--- config.mk ---
export PLATFORM = sky130hd
export DESIGN_NAME = dmem_access_ctrl
export DESIGN_NICKNAME = d
export VERILOG_FILES = /design/src/rtl/dmem_access_ctrl.sv
export SDC_FILE = /design/constraint.sdc
export NUM_CORES = 1
export LEC_CHECK = 0
export CAP_MARGIN = 20
export CORE_MARGIN = 2
export CORE_UTILIZATION = 44
export CTS_BUF_LIST = sky130_fd_sc_hd__clkbuf_16
export CTS_CLUSTER_DIAMETER = 100
export DETAILED_ROUTE_END_ITERATION = 16
export PLACE_DENSITY = 0.82
export REMOVE_ABC_BUFFERS = 1
export SLEW_MARGIN = 20
export SYNTH_ARGS = -nofsm -noshare
export SYNTH_HDL_FRONTEND = slang
export SYNTH_SLANG_ARGS = --single-unit
--- constraint.sdc ---
create_clock -name clk_i -period 2.1 [get_ports clk_i]
set_input_delay 0.525 -clock clk_i [delete_from_list [all_inputs] [get_ports clk_i]]
set_output_delay 0.525 -clock clk_i [all_outputs]
set_load 0.01 [all_outputs]
--- src/rtl/dmem_access_ctrl.sv ---
`default_nettype none
// +--------------------------------------------------------------------------+
// | dmem_access_ctrl: MEM-stage load/store controller driving a word-only,   |
// | ready-handshaked data memory; sub-word stores use read-modify-write.     |
// | Optional: define MISALIGN_TRAP_EN to trap misaligned half/word accesses. |
// | Revision: 1.0                                                            |
// +--------------------------------------------------------------------------+
module dmem_access_ctrl #(
    parameter int MEM_WORDS = 256
) (
    input  logic                                           clk_i,
    input  logic                                           rst_n_i,
    input  logic                                           req_i,
    input  logic                                           MemRead_i,
    input  logic                                           MemWrite_i,
    input  logic [1:0]                                     size_i,
    input  logic                                           unsigned_i,
    input  logic [31:0]                                    Address_i,
    input  logic [31:0]                                    Writedata_i,
    output logic [31:0]                                    Readdata_o,
    output logic                                           stall_o,
    output logic                                           misalign_o,
    output logic [((MEM_WORDS > 1) ? $clog2(MEM_WORDS) : 1)-1:0] mem_addr_o,
    output logic                                           mem_read_o,
    output logic                                           mem_write_o,
    output logic [31:0]                                    mem_wdata_o,
    input  logic [31:0]                                    mem_rdata_i,
    input  logic                                           mem_ready_i
);

    localparam int         c_aw      = (MEM_WORDS > 1) ? $clog2(MEM_WORDS) : 1;
    localparam logic [1:0] c_sz_byte = 2'b00;
    localparam logic [1:0] c_sz_half = 2'b01;
    localparam logic [1:0] c_sz_word = 2'b10;

    typedef enum logic [2:0] {
        S_IDLE   = 3'd0,
        S_RD     = 3'd1,
        S_WR     = 3'd2,
        S_RMW_RD = 3'd3,
        S_RMW_WR = 3'd4,
        S_DONE   = 3'd5
    } state_t;

    state_t            r_state;
    state_t            w_state_nxt;

    logic [c_aw-1:0]   r_addr;
    logic [1:0]        r_size;
    logic [1:0]        r_byte_off;
    logic              r_unsigned;
    logic [31:0]       r_wdata;
    logic [31:0]       r_rdata;

    logic              w_start;
    logic              w_trap;
    logic [1:0]        w_size_n;
    logic [1:0]        w_off;
    logic [7:0]        w_lane_byte;
    logic [15:0]       w_lane_half;
    logic [31:0]       w_load_ext;
    logic [31:0]       w_merged;
    logic              w_unused_addr;

    assign w_start       = req_i & (MemRead_i | MemWrite_i);
    assign w_size_n      = (size_i == 2'b11) ? c_sz_word : size_i;
    assign w_unused_addr = ^Address_i[31:c_aw+2];

    // Byte offset within the word, with alignment forced for half/word accesses.
    always_comb begin
        w_off = 2'b00;
        case (w_size_n)
            c_sz_byte: w_off = Address_i[1:0];
            c_sz_half: w_off = {Address_i[1], 1'b0};
            default:   w_off = 2'b00;
        endcase
    end

`ifdef MISALIGN_TRAP_EN
    logic w_misalign;
    logic r_misalign;

    assign w_misalign = ((w_size_n == c_sz_half) && Address_i[0]) ||
                        ((w_size_n == c_sz_word) && (Address_i[1:0] != 2'b00));
    assign w_trap     = w_start & w_misalign;

    always_ff @(posedge clk_i or negedge rst_n_i) begin
        if (!rst_n_i) begin
            r_misalign <= 1'b0;
        end else begin
            r_misalign <= (r_state == S_IDLE) && w_trap;
        end
    end

    assign misalign_o = r_misalign;
`else
    assign w_trap     = 1'b0;
    assign misalign_o = 1'b0;
`endif

    always_comb begin
        w_state_nxt = r_state;
        case (r_state)
            S_IDLE: begin
                if (w_start) begin
                    if (w_trap) begin
                        w_state_nxt = S_DONE;
                    end else if (MemWrite_i) begin
                        w_state_nxt = (w_size_n == c_sz_word) ? S_WR : S_RMW_RD;
                    end else begin
                        w_state_nxt = S_RD;
                    end
                end
            end
            S_RD:     if (mem_ready_i) w_state_nxt = S_DONE;
            S_WR:     if (mem_ready_i) w_state_nxt = S_DONE;
            S_RMW_RD: if (mem_ready_i) w_state_nxt = S_RMW_WR;
            S_RMW_WR: if (mem_ready_i) w_state_nxt = S_DONE;
            S_DONE:   w_state_nxt = S_IDLE;
            default:  w_state_nxt = S_IDLE;
        endcase
    end

    // Lane selection and extension of the returned word for loads.
    always_comb begin
        w_lane_byte = mem_rdata_i[7:0];
        case (r_byte_off)
            2'd0: w_lane_byte = mem_rdata_i[7:0];
            2'd1: w_lane_byte = mem_rdata_i[15:8];
            2'd2: w_lane_byte = mem_rdata_i[23:16];
            2'd3: w_lane_byte = mem_rdata_i[31:24];
            default: w_lane_byte = mem_rdata_i[7:0];
        endcase
        w_lane_half = r_byte_off[1] ? mem_rdata_i[31:16] : mem_rdata_i[15:0];
        w_load_ext  = mem_rdata_i;
        case (r_size)
            c_sz_byte: w_load_ext = {{24{~r_unsigned & w_lane_byte[7]}}, w_lane_byte};
            c_sz_half: w_load_ext = {{16{~r_unsigned & w_lane_half[15]}}, w_lane_half};
            default:   w_load_ext = mem_rdata_i;
        endcase
    end

    // Store data is still held right-aligned in r_wdata while the old word is read.
    always_comb begin
        w_merged = mem_rdata_i;
        if (r_size == c_sz_byte) begin
            case (r_byte_off)
                2'd0: w_merged[7:0]   = r_wdata[7:0];
                2'd1: w_merged[15:8]  = r_wdata[7:0];
                2'd2: w_merged[23:16] = r_wdata[7:0];
                2'd3: w_merged[31:24] = r_wdata[7:0];
                default: w_merged = mem_rdata_i;
            endcase
        end else if (r_size == c_sz_half) begin
            if (r_byte_off[1]) begin
                w_merged[31:16] = r_wdata[15:0];
            end else begin
                w_merged[15:0]  = r_wdata[15:0];
            end
        end
    end

    always_ff @(posedge clk_i or negedge rst_n_i) begin
        if (!rst_n_i) begin
            r_state    <= S_IDLE;
            r_addr     <= '0;
            r_size     <= c_sz_word;
            r_byte_off <= 2'b00;
            r_unsigned <= 1'b0;
            r_wdata    <= '0;
            r_rdata    <= '0;
        end else begin
            r_state <= w_state_nxt;
            case (r_state)
                S_IDLE: begin
                    if (w_start) begin
                        r_addr     <= Address_i[c_aw+1:2];
                        r_size     <= w_size_n;
                        r_byte_off <= w_off;
                        r_unsigned <= unsigned_i;
                        if (MemWrite_i) begin
                            r_wdata <= Writedata_i;
                        end
                        if (w_trap && !MemWrite_i) begin
                            r_rdata <= '0;
                        end
                    end
                end
                S_RD: begin
                    if (mem_ready_i) begin
                        r_rdata <= w_load_ext;
                    end
                end
                S_RMW_RD: begin
                    if (mem_ready_i) begin
                        r_wdata <= w_merged;
                    end
                end
                default: ;
            endcase
        end
    end

    // Strobes decode the state register so an asynchronous reset drops them at once.
    assign mem_read_o  = (r_state == S_RD) || (r_state == S_RMW_RD);
    assign mem_write_o = (r_state == S_WR) || (r_state == S_RMW_WR);
    assign mem_addr_o  = r_addr;
    assign mem_wdata_o = r_wdata;
    assign Readdata_o  = r_rdata;
    assign stall_o     = rst_n_i & w_start & (r_state != S_DONE);

endmodule
`default_nettype wire

After elaboration in Yosys (flattened, before gate mapping)
Cells that the tools add are included.
W data, S select, Z words.
{ "classes": {"n_eq_ne": 18, "mux": 23, "bitwise": 7, "reduce_logical": 14} }
{ "ops": {"columns": ["cell", "n"], "rows": [
  ["$mux W32", 5],
  ["$pmux W32 S2", 2],
  ["$mux W16", 3],
  ["$mux W8", 4],
  ["$pmux W8 S4", 1],
  ["$mux W3", 3],
  ["$pmux W3 S3", 1],
  ["$eq A2 B2 Y1 const B", 4],
  ["$eq A2 B1 Y1 const B", 3],
  ["$eq A3 B2 Y1 const B", 2],
  ["$logic_not A2 Y1", 3],
  ["$ne A2 B2 Y1 const B", 3],
  ["$ne A3 B3 Y1 const B", 2],
  ["$reduce_and A6 Y1", 1],
  ["$and A1 B1 Y1", 5],
  ["$reduce_and A5 Y1", 1],
  ["$mux W2", 2],
  ["$ne A4 B4 Y1 const B", 1],
  ["$pmux W2 S2", 1],
  ["$reduce_and A2 Y1", 2],
  ["$reduce_and A4 Y1", 1],
  ["$eq A3 B1 Y1 const B", 1],
  ["$eq A3 B3 Y1 const B", 1],
  ["$logic_not A3 Y1", 1],
  ["other kinds (8)", 9]
]} }
{ "word_totals": {"register_bits": 80, "inputBits": 105, "wordCells": 71} }

Longest topological paths before layout
{ "depth": {"depth_word": 7, "mapped_depth": 7, "ltp_nobuf": 4} }

Least setup slack after synthesis
OpenSTA, ideal clock, no wires.
{ "synth_path": {"path_kind": "input -> register", "startpoint": "input mem_rdata_i[31]", "endpoint": "register r_rdata[16], in the netlist Readdata_o[16]", "setup_time_ns": 0.130, "arrival_ns": 1.631, "setup_slack_ns": 0.339, "cell_stages": 5, "path_buffers": 1, "cell_sequence": "mux4_2 > nor2b_4 > nor3_4 > buf_6 > o21ai_0"} }
{ "synth_between": {"elab_chain_cells": 3} }
{ "synth_lines": {"columns": ["element", "line", "source"], "rows": [
  ["start, declared", "27", "input logic [31:0] mem_rdata_i,"],
  ["$pmux W8 S4 / $mux W16 (equally long branches)", "127, 134", null],
  ["$and A1 B1 Y1 (on tied branches)", "137, 138", null],
  ["$pmux W32 S2 (*)", "136", "case (r_size)"],
  ["end signal, assigned", "191", "r_rdata <= w_load_ext;"],
  ["end, declared", "53", "logic [31:0] r_rdata;"]
]} }
Mark *: on every way between the ends. The rest lies on a longest branch, timed or not.
A chain may end at the register's enable or synchronous reset.

Worst setup path after layout
{ "layout_path": {"startpoint": "input MemWrite_i", "endpoint": "output stall_o"} }
{ "layout_between": {"elab_chain_cells": 4} }
{ "layout_lines": {"columns": ["element", "line", "source"], "rows": [
  ["start, declared", "15", "input logic MemWrite_i,"],
  ["$or A1 B1 Y1", "65", "assign w_start = req_i & (MemRead_i | MemWrite_i);"],
  ["$and A1 B1 Y1", "65", null],
  ["$and A1 B1 Y1 (2 in series)", "210", "assign stall_o = rst_n_i & w_start & (r_state != S_DONE);"],
  ["end, declared", "21", "output logic stall_o,"]
]} }
No other way between the ends.

==> metrics.csv <==
metric,value,unit
Core Footprint,9819,sq um
number of distinct library cells after synthesis,49,
fraction of final layout cells sized beyond drive strength 1,16.51,%
worst min-delay path category,in2async,
"Reg clk slew, reported paths",60,ps
post-DR vias/cell,5.832,
final worst clock skew,7.122,ps
die height,104.6,microns
actual transition at the worst max-transition pin,667.5,ps
area share of the largest cell type after synthesis,44.36,%
worst supply voltage drop on vdd,668.6,uV
biggest cell delay along the critical path,480,ps
end of the worst register-to-register path,mem_wdata_o[10]$_DFFE_PN0P_,
initial detailed-routing violation count,378,
source of the worst register-to-register timing path,r_state[2]$_DFFE_PN0P_,
overall die area,10950,sq um
number of clock buffers inserted by TritonCTS,9,
Worst path slowest cell,clkdlybuf4s50_1,
Required @ worst endpoint,1570,ps
vias,4520,
final max-slew violation count,0,
Worst Setup Path Type,in2out,
Placement Rows,36,
kind of end point of the critical path,primary output,
H-tree lvl count,3,
Clock Root Buffer,clkbuf_16,
Reg2Reg Depth,5,
asr flop ratio synth,100.0,%
FF-to-FF setup slack,130,ps
global routing usage summed across all routing layers,27.76,%
cell type with the highest aggregate area in the netlist,dfrtp_1,
clock tree from TritonCTS,yes,
worst endpoint data arrival time,1500,ps
clock insertion delay at the later pin of the skew report,330,ps
number of clock sinks,80,
placed cell areas,6306,sq um
wire length after detailed routing,15110,microns
summed negative setup slack over all endpoints,0,ps
Max Clock Freq,494.7,MHz
largest net degree at the start of global routing,49,
buffer levels on the longest clock path,2,
number of flip-flops and latches in the synthesized netlist,80,
total of fill cells in the finished design,805,
"Non-Filler Cell Area, Final",6621,sq um
initial cell density of the core,45.39,%
synthesized netlist cell count,471,
outcome,completed,
relative slew slack,55.41,%
critical path peak fanout,2,
Power Density,1412,nW/um^2
final estimated routing congestion in global placement,0.8484,
post-detailed-route wirelength per cell,19.49,microns
via count of the first global-routing pass,4725,
Pre-Repair DR Iteration Count,9,
number of enable flip-flop cells after synthesis,0,
global-route wire length before repair,24370,microns
top-level I/O count,181,
largest cells by area after synthesis,"dfrtp_1, mux2_2, nand2_1, mux2i_1, nor2_1",
per-instance average area after synthesis,9.462,sq um
shortest period the worst path allows,2022,ps
Critical Path Source Type,input port,
Ys Warns,0,
post-synthesis sequential area ratio,44.95,%
Layout area overhead,48.57,%
count of nets after finishing,742,
final core utilization,67.43,%
endpoints failing hold,0,
Worst Setup Slack post-DPL,-325.0,ps
number of antenna-violating nets in the routed design,0,
"Setup violations, final",0,
series of cell instances along the critical path,clkdlybuf4s50_1 > o21ai_1 > a311oi_1 > buf_2,
Detail Placement HPWL,11090,microns
leakage power summed over all cells,2.778,nW
Max-cap violations,0,
total standard cell area after synthesis,4457,sq um
total power after layout,9.348,mW
DR DRC count,0,
initial antenna violation count,0,
width of the die,104.6,microns
count of input and output buffers,157,
worst-case setup margin in the final layout,78.40,ps
setup repair after global routing missed its margin,no,
global route overflow,0,
share of the clock period used by the worst path after layout,96.27,%
diode count,0,
most frequently used flop master after synthesis,dfrtp_1,
## sequential cells by signal, summed over array words and instances, names as in the netlist
signal,count
Readdata_o,32
mem_wdata_o,32
r_byte_off,2
r_size,2
r_state,3
r_unsigned,1
mem_addr_o,8
## cells in the mapped netlist (8+ instances only)
cell type  number
clkbuf_1       25
a211oi_1        8
nand2_1        62
mux2_2         33
and3_1          8
nand3b_1        9
o2111ai_1       8
buf_2          12
a22o_1          8
o22ai_1         8
o21ai_0        26
mux2i_1        18
dfrtp_1        79
nor2_1         46
o211ai_1        8
o31ai_1         9
a21oi_1        34
## layout make-up
class	count	area (sq um)	share of cell area, %
Sequential cell	80	2007	30.31
Clock inverter	7	63.81	0.9637
Inverter	4	15.01	0.2268
Clock buffer	9	225.2	3.401
Tap cell	133	166.4	2.513
Multi-Input combinational cell	343	2250	33.98
Timing Repair Buffer	199	1894	28.61
## through the flow
stage	cells	hold WS, ps
after floorplan	427	229.4
after global placement	756	461.9
after detailed placement	756	470.2
after CTS	775	363.5
after global routing	775	391.9
final	775	339.5
## routing by layer
metal / vias to the layer above / GRT usage, % / wire length, microns
met5: - / 0 / 0
met4: 0 / 12.00 / 422
met3: 39 / 7.548 / 1339
met2: 241 / 45.10 / 7270
met1: 2188 / 34.84 / 6075
li1: 2052 / - / -
## worst max-delay path: cells and delay by family
family	cells	cell delay, ps
buffers and inverters	2	660
AO/OA/AOI/OAI	2	310
## worst max-delay path by stage
stage,cells after the start,from,to
final,4,MemWrite_i,stall_o
after CTS,3,r_state[1]$_DFFE_PN0P_,mem_write_o
after floorplan,4,r_size[0]$_DFFE_PN0P_,mem_wdata_o[10]$_DFFE_PN0P_
after global placement,4,MemWrite_i,stall_o
after detailed placement,4,MemWrite_i,stall_o
after global routing,4,req_i,stall_o
## cell usage in the layout, fill, tap and decap left out, drive strengths merged, types with 9 or more instances in the layout
| cell type | n |
|---|---|
| a211oi | 9 |
| nor2 | 46 |
| a21oi | 34 |
| nand3b | 9 |
| buf | 44 |
| clkdlybuf4s50 | 154 |
| clkbuf | 9 |
| o31ai | 9 |
| mux2i | 18 |
| nand2 | 62 |
| dfrtp | 79 |
| mux2 | 33 |
| o21ai | 28 |
## cell families (layout without fill, tap and decap cells)
group | after synthesis | in the layout | share of synthesized area [%]
xor gates and xnor gates | 1 | 1 | 0.1966
and+or+nand+nor | 154 | 154 | 16.90
muxes | 52 | 52 | 12.89
AOI/OAI and AO/OA | 135 | 135 | 20.19
other | 1 | 1 | 0.08414
buffers and inverters | 48 | 219 | 4.801
DFF | 80 | 80 | 44.95
## report_power, final
group	internal, mW	switching (mW)	leakage, nW
combinational	2.57	2.26	1.67
sequential	2.31	0.667	0.967
clock	0.911	0.631	0.144
## what timing repair did
item,4_1_cts,5_1_grt
buffers inserted,3,0
endpoints found under the setup margin,2,20
gates resized for setup,6,5
hold buffers,0,0
Power figures use the tool's default switching activity.
==> edit (same settings) <==
The parameter `MEM_WORDS` goes from 256 to 512.
--- a/src/rtl/dmem_access_ctrl.sv
+++ b/src/rtl/dmem_access_ctrl.sv
@@ -7,5 +7,5 @@
 // +--------------------------------------------------------------------------+
 module dmem_access_ctrl #(
-    parameter int MEM_WORDS = 256
+    parameter int MEM_WORDS = 512
 ) (
     input  logic                                           clk_i,
Ports: changed (resized mem_addr_o); port bits go from 181 to 182. No check against the original RTL was run, so the function may have changed too.
==> edit against the unedited design <==
Combinational power grew 1%; sequential share of layout area decreased by 0.39 points; first-iteration DRC count shrank 25%; routed wire length up 0.40%; register-to-register slack better by 0.10 ns; largest cell class unchanged; synthesized area increased by 2.2%; setup slack got worse by 0.014 ns; hold slack got worse by 0.080 ns; total power is 1.3% higher; clock skew rose by 0.0033 ns; design area rose by 2.4%; sequential cell count is 1 higher; count of clock-buffer cells in the layout did not move.
==> edit: results (changes against the unedited design) <==
Run status:
- Run status: complete, no violations (unchanged).

Placed design:
- The placed standard-cell area is 0.00648 mm^2 (was 0.00631 mm^2).
- The count of input and output buffers came to 159 (was 157).
- The final estimated routing congestion in global placement is 0.910 (was 0.848).
- The post-DP HPWL came to 11200 um (was 11100 um).
- The pre-CTS worst setup slack is -0.334 ns (was -0.325 ns).
- The number of cells after detailed placement was 779 (was 756).

Clock network:
- The largest buffer count on any clock path is 2 (unchanged).

Power:
- The leakage component of the power came to 2.82 nW (was 2.78 nW).

Global routing:
- The global-route usage over all layers is 27.2% (was 27.8%).
- The largest net degree at the start of global routing is 48 (was 49).
- The wire length of the first global-routing pass was 23900 um (was 24400 um).
- The via count of the first global-routing pass is 4571 (was 4725).

Critical path:
- The worst-case register-to-register setup slack is 0.23 ns (was 0.13 ns).
- The startpoint of the worst register-to-register path is r_size[0] (was r_state[2]).
- The end of the worst register-to-register path is Readdata_o[6] (was mem_wdata_o[10]).

Final layout:
- The number of standard cells in the final layout excluding fillers is 795 (was 775).
- The net total in the final layout is 759 (was 742).
- The filler cell count came to 788 (was 805).
- The layout cell share with drive strength beyond 1 is 16.4% (was 16.5%).

Timing:
- The slew at the pin closest to its max-slew limit is 0.625 ns (was 0.668 ns).
- The final clock skew is 0.0104 ns (was 0.00712 ns).
- The final period demand of the worst path is 2.04 ns (was 2.02 ns).
- The worst hold slack is 0.259 ns (was 0.340 ns).

Synth:
- The gate count of the mapped netlist is 486 (was 471).
- The post-synthesis cell type count is 45 (was 49).
- The share of cell area taken by muxes after synthesis is 10.8% (was 12.9%).
- Leading post-synthesis cells by cell area: sky130_fd_sc_hd__dfrtp_1 (44%), sky130_fd_sc_hd__mux2_2 (7.9%), sky130_fd_sc_hd__nand2_1 (5.4%), sky130_fd_sc_hd__a21oi_1 (3.8%), sky130_fd_sc_hd__o21ai_0 (3.4%) (was sky130_fd_sc_hd__dfrtp_1 (44%), sky130_fd_sc_hd__mux2_2 (8.3%), sky130_fd_sc_hd__nand2_1 (5.2%), sky130_fd_sc_hd__mux2i_1 (4.0%), sky130_fd_sc_hd__nor2_1 (3.9%)).
- The area fraction in compound gates after synthesis was 22.8% (was 20.2%).
- The sequential area share after synthesis is 44.5% (was 44.9%).
- Cell types with the highest counts after synthesis: sky130_fd_sc_hd__dfrtp_1 (80), sky130_fd_sc_hd__nand2_1 (65), sky130_fd_sc_hd__a21oi_1 (35) (was sky130_fd_sc_hd__dfrtp_1 (79), sky130_fd_sc_hd__nand2_1 (62), sky130_fd_sc_hd__nor2_1 (46)).
- The adder and majority gate portion of the synthesized area is 0% (unchanged).

Route:
- The iteration count of the initial detailed-routing pass is 5 (was 9).
- The total via count in the routed design is 4553 (was 4520).
- The wire length the detailed router placed on met1 is 6150 um (was 6080 um).
==> edit: changes by cell type after synthesis, sizes merged, moves of 8 or more <==
| cell | change |
|---|---|
| o221ai | +8 |
| o211ai | +8 |
| nor2b | +9 |
| nor2 | -12 |
| inv | +9 |
| o22ai | -8 |
| o2111ai | -8 |
| o21ai | +13 |
==> edit: layer usage <==
metal,global-route usage (%),vias up
met2,44.4,208
met5,0,-
li1,-,2102
met4,13.3,0
met3,4.14,46
met1,35.3,2197
==> edit: cells by family (layout without fill, tap and decap cells) <==
group	Yosys count	count (layout)
buffers and inverters	54	227
AO/OA/AOI/OAI	153	153
other	1	1
XOR/XNOR	1	1
multiplexers	44	44
flip-flops	81	81
AND/OR/NAND/NOR	152	152
==> edit: worst min-delay path by stage <==
stage                           end  cells past startpoint
floorplan             Readdata_o[0]                      0
global placement    mem_wdata_o[21]                      2
detailed placement  mem_wdata_o[21]                      2
CTS                  mem_wdata_o[3]                      2
global route         mem_wdata_o[8]                      2
finish               mem_wdata_o[6]                      2
==> edit: power by group <==
| part | internal (mW) | switching (mW) | leakage, nW | total, mW |
|---|---|---|---|---|
| clock network | 0.921 | 0.652 | 0.145 | 1.57 |
| logic | 2.62 | 2.27 | 1.69 | 4.89 |
| registers | 2.34 | 0.665 | 0.985 | 3.00 |
==> edit: timing repair <==
item	in CTS	in global routing
pin swaps	0	0
hold endpoints to repair	0	0
setup endpoints to repair	1	2
gates resized for setup	5	2
==> edit: layout make-up <==
cell class / instances / area (um^2) / share of cell area (%)
Sequential cell: 81 / 2030 / 29.9
Multi-Input combinational cell: 351 / 2300 / 34.0
Timing Repair Buffer: 198 / 1930 / 28.5
Tap cell: 136 / 170 / 2.51
Clock inverter: 7 / 71.3 / 1.05
Clock buffer: 9 / 225 / 3.32
Inverter: 13 / 48.8 / 0.720
==> edit: worst register-to-register path, delay by kind of cell, from the launching register on <==
family          cells  cell delay [ns]
simple gates        1             0.36
flops               1             0.47
compound gates      3             0.91
